==> src/rtl/address_issue_ctrl.sv <==
// Issue control and A-register write-port arbitration for the address add unit.
// Tracks A-register reservations and in-flight destination tags through to writeback.
`timescale 1ns/1ps
module address_issue_ctrl #(
  parameter int unsigned size = 32,
  parameter int unsigned nreg = 8,
  parameter int unsigned lat  = 2
) (
  input  logic                    clk,
  input  logic                    rst,
  input  logic                    i_IssValid,
  output logic                    o_IssReady,
  input  logic [6:0]              i_Instr,
  input  logic [$clog2(nreg)-1:0] i_I,
  input  logic [$clog2(nreg)-1:0] i_J,
  input  logic [$clog2(nreg)-1:0] i_K,
  output logic                    o_IllegalOp,
  output logic                    o_FuValid,
  output logic [6:0]              o_FuInstr,
  output logic [$clog2(nreg)-1:0] o_RdJ,
  output logic [$clog2(nreg)-1:0] o_RdK,
  input  logic                    i_LdValid,
  input  logic [$clog2(nreg)-1:0] i_LdAddr,
  output logic                    o_LdReady,
  output logic                    o_WrEn,
  output logic [$clog2(nreg)-1:0] o_WrAddr,
  output logic                    o_WrSel,
  output logic [nreg-1:0]         o_Busy
);

  localparam int unsigned AW = $clog2(nreg);

  if (size == 0 || lat == 0) begin : g_param_check
    $error("address_issue_ctrl: size and lat must be nonzero");
  end

  logic          legal;
  logic          hazard;
  logic          iss_go;
  logic          ld_conflict;
  logic [nreg-1:0] busy_nxt;

  // Destination tags of operations in flight through the add unit.
  logic [lat-1:0] pipe_v;
  logic [AW-1:0]  pipe_a [lat];

  always_comb begin
    legal       = (i_Instr == 7'o020) || (i_Instr == 7'o021);
    hazard      = o_Busy[i_I] | o_Busy[i_J] | o_Busy[i_K];
    o_IssReady  = i_IssValid & ~rst & (~legal | ~hazard);
    iss_go      = o_IssReady & legal;
    ld_conflict = iss_go & ((i_I == i_LdAddr) | (i_J == i_LdAddr) | (i_K == i_LdAddr));
    // A pending add-unit writeback owns next cycle's write port.
    o_LdReady   = i_LdValid & ~rst & ~o_Busy[i_LdAddr] & ~pipe_v[lat-1] & ~ld_conflict;
  end

  // Set and clear never target the same bit: both requesters require the bit clear,
  // while a register in its writeback cycle still reads busy.
  always_comb begin
    busy_nxt = o_Busy;
    if (o_WrEn)
      busy_nxt[o_WrAddr] = 1'b0;
    if (iss_go)
      busy_nxt[i_I] = 1'b1;
    if (o_LdReady)
      busy_nxt[i_LdAddr] = 1'b1;
  end

  always_ff @(posedge clk) begin
    if (rst) begin
      o_Busy      <= '0;
      o_IllegalOp <= 1'b0;
      o_FuValid   <= 1'b0;
      o_FuInstr   <= '0;
      o_RdJ       <= '0;
      o_RdK       <= '0;
      o_WrEn      <= 1'b0;
      o_WrAddr    <= '0;
      o_WrSel     <= 1'b0;
      pipe_v      <= '0;
      for (int unsigned n = 0; n < lat; n++)
        pipe_a[n] <= '0;
    end else begin
      o_Busy      <= busy_nxt;
      o_IllegalOp <= o_IssReady & ~legal;
      o_FuValid   <= iss_go;
      o_FuInstr   <= iss_go ? i_Instr : '0;
      o_RdJ       <= iss_go ? i_J : '0;
      o_RdK       <= iss_go ? i_K : '0;
      pipe_v[0]   <= iss_go;
      pipe_a[0]   <= i_I;
      for (int unsigned n = 1; n < lat; n++) begin
        pipe_v[n] <= pipe_v[n-1];
        pipe_a[n] <= pipe_a[n-1];
      end
      o_WrEn   <= pipe_v[lat-1] | o_LdReady;
      o_WrSel  <= ~pipe_v[lat-1] & o_LdReady;
      o_WrAddr <= pipe_v[lat-1] ? pipe_a[lat-1] : (o_LdReady ? i_LdAddr : '0);
    end
  end

endmodule
==> config.mk <==
export PLATFORM = sky130hd
export DESIGN_NAME = address_issue_ctrl
export DESIGN_NICKNAME = d
export VERILOG_FILES = /design/src/rtl/address_issue_ctrl.sv
export SDC_FILE = /design/constraint.sdc
export NUM_CORES = 1
export LEC_CHECK = 0
export ABC_AREA = 1
export CAP_MARGIN = 0
export CORE_MARGIN = 5
export CORE_UTILIZATION = 40
export CTS_CLUSTER_SIZE = 8
export DETAILED_ROUTE_END_ITERATION = 12
export GPL_TIMING_DRIVEN = 1
export HOLD_SLACK_MARGIN = 0.15
export MAX_ROUTING_LAYER = met4
export PLACE_DENSITY = 0.77
export REMOVE_ABC_BUFFERS = 1
export SYNTH_ARGS = -nofsm -noshare
export SYNTH_HDL_FRONTEND = slang
export SYNTH_SLANG_ARGS = --single-unit
==> constraint.sdc <==
create_clock -name clk -period 3.27 [get_ports clk]
set_input_delay 0.981 -clock clk [delete_from_list [all_inputs] [get_ports clk]]
set_output_delay 0.981 -clock clk [all_outputs]
set_load 0.1 [all_outputs]
==> out/qor.csv <==
metric,value,unit
Antenna Nets Post-Route,0,
status,"complete, no violations",
die area,6090,um2
Required @ worst endpoint,2290,ps
port bufs,52,
Area Growth Syn to Fin,49.7,%
Worst setup EP type,output pin,
vias in the first global route,1913,
Worst Path Arrival,2220,ps
number of library cell types mapped by synthesis,28,
Syn Inst Count,265,
setup total negative slack,0,ps
LEAKAGE,1.48,nW
Root Buffer,clkbuf_8,
CTS Buf Count,5,
DRT Pass-1 Iters,4,
RSZ-0062 raised after global routing,false,
Clock Latency Late Sink,290,ps
Max Root-Sink Buffers,2,
"commonest non-fill, non-tap cell in the layout",buf_4,
Die Ht,78.1,um
largest net degree at the start of global routing,13,
clock slew at reported path FFs,80,ps
total gr overflow,0,
# DRC,0,
GP Congestion,0.906,
Routed WL,5450,um
Synth Cell Area,1850,um2
Filler Cells Inserted,401,
Initial Utilization,42.0,%
Final nets,386,
Register Area,701,um2
"Avg Cell Area, Syn",6.99,um2
# setup viols final,0,
Tcrit/Tclk final,97.9,%
startpoint types,primary input,
Core Region,4410,um2
Hold Crit Class,reg2reg,
register bit count reported by yosys,35,
Max Transition Viols Final,0,
cell area power density,379,nW/um2
gr usage total,17.9,%
wire length per cell,13.1,um
Post-Route Utilization,62.8,%
initial antenna violation count,0,
most frequent cells in the layout,"buf_4 (70), nand2_1 (63), dfxtp_1 (35)",
# diodes,0,
I/O pins,53,
Worst Skew,5.21,ps
row count,24,
Period minus WS final,3200,ps
peak fanout along the critical path,5,
peak supply drop,0.223,mV
Vias,2079,
share of cells above drive strength 1,33.0,%
Max Freq,313,MHz
YS warnings,0,
Max Cap Viol,0,
TritonCTS clock tree,built,
first-pass GRT wire length,8720,um
H-tree levels,2,
sequential-to-total area share from yosys stat,37.8,%
area of the multi-input gates,940,um2
Setup CP Type,in2out,
post-cts hold buffer count,0,
Fin. Hold Viols,0,
detailed placer's ending HPWL,4090,um
CTS sink cnt,35,
initial drt markers,188,
Avg Vias per Cell,5.00,
Die X,78.1,um
## final timing paths
path	start	endpoint	slack (ps)	cells after the start
min	pipe_a[0][0]	pipe_a[0][3]	410	2
max reg2reg	o_Busy[0]	o_Busy[1]	1620	13
min reg2reg	pipe_a[0][0]	pipe_a[0][3]	410	2
max	i_LdAddr[0]	o_LdReady	70	10
## per-stage QoR
stage	setup slack, ps	hold WS (ps)	instances	area [um2]	total power, mW
final	70.2	408	416	2770	1.05
after global routing	1.05	406	416	2770	1.10
after CTS	4.44	409	413	2740	1.06
after detailed placement	-353	396	401	2590	0.737
after global placement	-310	394	401	2590	0.736
after floorplan	-482	388	257	1760	0.617
## critical path, stage by stage
cell,delay (ps)
dlygate4sd2_1,260
buf_6,140
inv_1,80
o21ai_0,80
nor2_1,170
nor2_2,70
nor2_4,120
nand2_2,70
inv_2,70
buf_12,170
## logic make-up after synthesis
group / after synthesis / synth area share [%]
xor gates and xnor gates: 9 / 4.25
DFF: 35 / 37.8
buffers and inverters: 53 / 14.9
AOI/OAI and AO/OA: 20 / 5.67
other: 1 / 0.202
and+or+nand+nor: 147 / 37.2
## routing by layer
layer / up-vias / part of all wire, % / global-route usage (%)
met1: 927 / 39 / 20.7
met3: 26 / 10 / 5.15
met4: 0 / 3.6 / 6.25
met5: - / 0 / -
met2: 101 / 47 / 29.7
li1: 1025 / - / -
## power by group
part / switching [mW] / leakage [nW] / internal, mW
Combinational: 0.186 / 1.16 / 0.104
Sequential: 0.00928 / 0.287 / 0.440
Clock: 0.166 / 0.0402 / 0.148
Total: 0.361 / 1.48 / 0.691
## area by class of cell
| class | instances | area share, % |
|---|---|---|
| repair buffers | 99 | 29.3 |
| clock inverters | 3 | 0.722 |
| inverters | 41 | 6.00 |
| well taps | 52 | 2.35 |
| clock buffers | 5 | 2.48 |
| multi-input cells | 181 | 33.9 |
| flip-flops and latches | 35 | 25.3 |
## cells in the mapped netlist
library cell  number  area [um2]
nand2_1           67         251
inv_1             36         135
dfxtp_1           35         701
nor2_1            26        97.6
nand3_1           20         100
nand4_1           18         113
o21ai_0           11        55.1
xnor2_1            9        78.8
buf_6              7        78.8
nor3_1             7        35.0
a21oi_1            3        15.0
buf_2              3        15.0
inv_4              3        18.8
o21ai_1            3        15.0
buf_4              2        15.0
nor2_2             2        12.5
o22ai_1            2        12.5
clkinv_4           1        8.76
conb_1             1        3.75
inv_2              1        3.75
nand2_2            1        6.26
nand3_2            1        10.0
nand3_4            1        17.5
nand3b_1           1        7.51
nand4_4            1        21.3
nor2_4             1        11.3
o21bai_1           1        7.51
or2_2              1        6.26
## registers in the layout (all words and copies together), names as in the netlist, 2 cells and up
| signal | flops |
|---|---|
| o_Busy | 8 |
| o_RdK | 3 |
| o_FuInstr | 7 |
| o_WrAddr | 3 |
| pipe_a | 6 |
| o_RdJ | 3 |
| pipe_v | 2 |
## repair_timing
item	CTS	global route
hold endpoints to repair	0	0
gates resized for setup	32	25
buffers inserted	3	3
endpoints found under the setup margin	2	2
cloned	1	0
pin swaps	9	13
No activity file was read; power rests on OpenSTA's default activity.
==> edit, RTL diff (same settings) <==
The parameter `nreg` goes from 8 to 4.
--- a/src/rtl/address_issue_ctrl.sv
+++ b/src/rtl/address_issue_ctrl.sv
@@ -4,5 +4,5 @@
 module address_issue_ctrl #(
   parameter int unsigned size = 32,
-  parameter int unsigned nreg = 8,
+  parameter int unsigned nreg = 4,
   parameter int unsigned lat  = 2
 ) (
Ports: changed (8 resized); port bits go from 53 to 42. The function was not compared with the original's and may differ.
==> edit against the unedited design <==
Hold slack improved by 0.0026 ns. Worst setup slack better by 0.011 ns. Cell count down 35%. Synthesized cell count decreased by 39%. Power down 31%. Cell area is 33% lower. Synthesized area decreased by 35%. Sequential power is 25% lower. Routed wire length fell by 48%. Sequential cell count decreased by 9. Maximum frequency rose by 0.36%. Critical endpoint is now o_IssReady.
==> edit: results (changes against the unedited design) <==
[critical_path]
crit-reg2reg-launch = o_Busy[1]  ; was o_Busy[0]
cp_max_fo = 4  ; was 5
critPathMaxStageDelay_ns = 0.51  ; was 0.26 ns
cpMaxStageDelayCell = clkdlybuf4s50_1  ; was dlygate4sd2_1
r2r_slack_ns = 1.89  ; was 1.62 ns
cp-endpoint = o_IssReady  ; was o_LdReady
worst_setup_path_startpoint = i_Instr[1]  ; was i_LdAddr[0]
rr_worst_depth = 9  ; was 13
timing.rr.end = o_Busy[1]  ; unchanged

[power_and_ir_drop]
leakage_nw = 1.02  ; was 1.48 nW
ir_drop_mv = 0.295  ; was 0.223 mV

[cts]
clkSlewWorstSetupHoldPaths_ns = 0.14  ; was 0.08 ns
htreeDepth = 1  ; was 2
cts_buffer_depth = 2  ; unchanged
cts_buffers = 3  ; was 5
worst_skew_pair.late_latency_ns = 0.32  ; was 0.29 ns
cts-root-buf = clkbuf_4  ; was clkbuf_8

[worst_hold_path]
holdPathEnd = pipe_a[0][2]  ; was pipe_a[0][3]
hp-start = pipe_a[0][0]  ; unchanged

[timing]
fin_hold_ws_ns = 0.410  ; was 0.408 ns
fin_skew_ns = 0.00289  ; was 0.00521 ns
max_freq_ghz = 0.314  ; was 0.313 GHz

[finish]
top_regs = o_FuInstr x7, o_Busy x4, pipe_a x4  ; was o_Busy x8, o_FuInstr x7, pipe_a x6
num-fill-cells = 260  ; was 401
drive_gt1_frac = 0.339  ; was 0.330

[grt]
grt_pass1_vias = 1194  ; was 1,913
grt_usage = 0.159  ; was 0.179
grt_pass1_wl_um = 5130  ; was 8720 um
grt_start_max_net_pins = 15  ; was 13

[yosys]
netlist_top_cells_count = nand2_1 (45), dfxtp_1 (26), nand3_1 (23)  ; was nand2_1 (67), inv_1 (36), dfxtp_1 (35)
synth.area.top_cells = dfxtp_1 (43%), nand2_1 (14%), nand3_1 (9.5%)  ; was dfxtp_1 (38%), nand2_1 (14%), inv_1 (7.3%)
synth-compound-area-share = 0.0197  ; was 0.0567
synthMuxAreaShare = 0  ; unchanged
ys_seq_area_frac = 0.432  ; was 0.378
synthCells = 162  ; was 265
synth_xor_area_frac = 0.0218  ; was 0.0425
synth.distinct_cells = 23  ; was 28

[placement]
place_congestion = 0.823  ; was 0.906
dp_hpwl_um = 2300  ; was 4090 um
portBuffers = 41  ; was 52
placed_cells = 262  ; was 401
dp_slack_ns = -0.182  ; was -0.353 ns

[routing]
post_drt_wl_per_cell_um = 10.5  ; was 13.1 um
wl_um = 2810  ; was 5450 um
drtIter0Drc = 24  ; was 188
vias = 1199  ; was 2,079

[outcome]
status = complete, no violations  ; unchanged

==> edit: cell count changes in the layout (fill, tap and decap cells not counted), moves of 7 or more <==
cell	change
buf_4	-22
dfxtp_1	-9
inv_1	-12
nand2_1	-19
nand4_1	-17
nor2_1	-8
o21ai_0	-7
==> edit: power by group <==
group          internal [mW]  leakage [nW]  switching [mW]
registers              0.329         0.214         0.00854
clock network         0.0681        0.0210          0.0938
logic                 0.0744         0.789           0.148
total                  0.472          1.02           0.251
==> edit: timing repair <==
item                                    in CTS  in global routing
hold buffers                                 0                  0
endpoints found under the hold margin        0                  0
resized for setup                           16                 12
buffers inserted                             2                  1
pin swaps                                    9                  3
endpoints found under the setup margin       2                  2
==> edit: cells by family (layout without fill, tap and decap cells) <==
family                    count (synthesis)  in the layout
and+or+nand+nor                          98             98
other                                     1              5
AOI/OAI and AO/OA                         4              4
DFF                                      26             26
buffers and inverters                    30            100
xor gates and xnor gates                  3              3
==> edit: routing by layer <==
metal / GRT usage / part of all wire
met3: 0.0364 / 0.080
met4: 0.0475 / 0.010
met5: - / 0
met1: 0.190 / 0.43
met2: 0.264 / 0.48
==> edit: area by class of cell <==
class | count | area (um^2) | share of cell area
repair buffers | 68 | 566 | 0.303
inverters | 28 | 108 | 0.0576
multi-input cells | 110 | 598 | 0.320
flip-flops and latches | 26 | 520 | 0.278
well taps | 33 | 41.3 | 0.0221
clock buffers | 4 | 36.3 | 0.0194
==> edit: metrics by stage <==
step	util	cell area (um^2)	total power [mW]
after global routing	0.628	1870	0.762
after global placement	0.606	1800	0.567
after detailed placement	0.606	1800	0.568
after floorplan	-	1200	0.483
after CTS	0.621	1850	0.725
final	0.628	1870	0.722
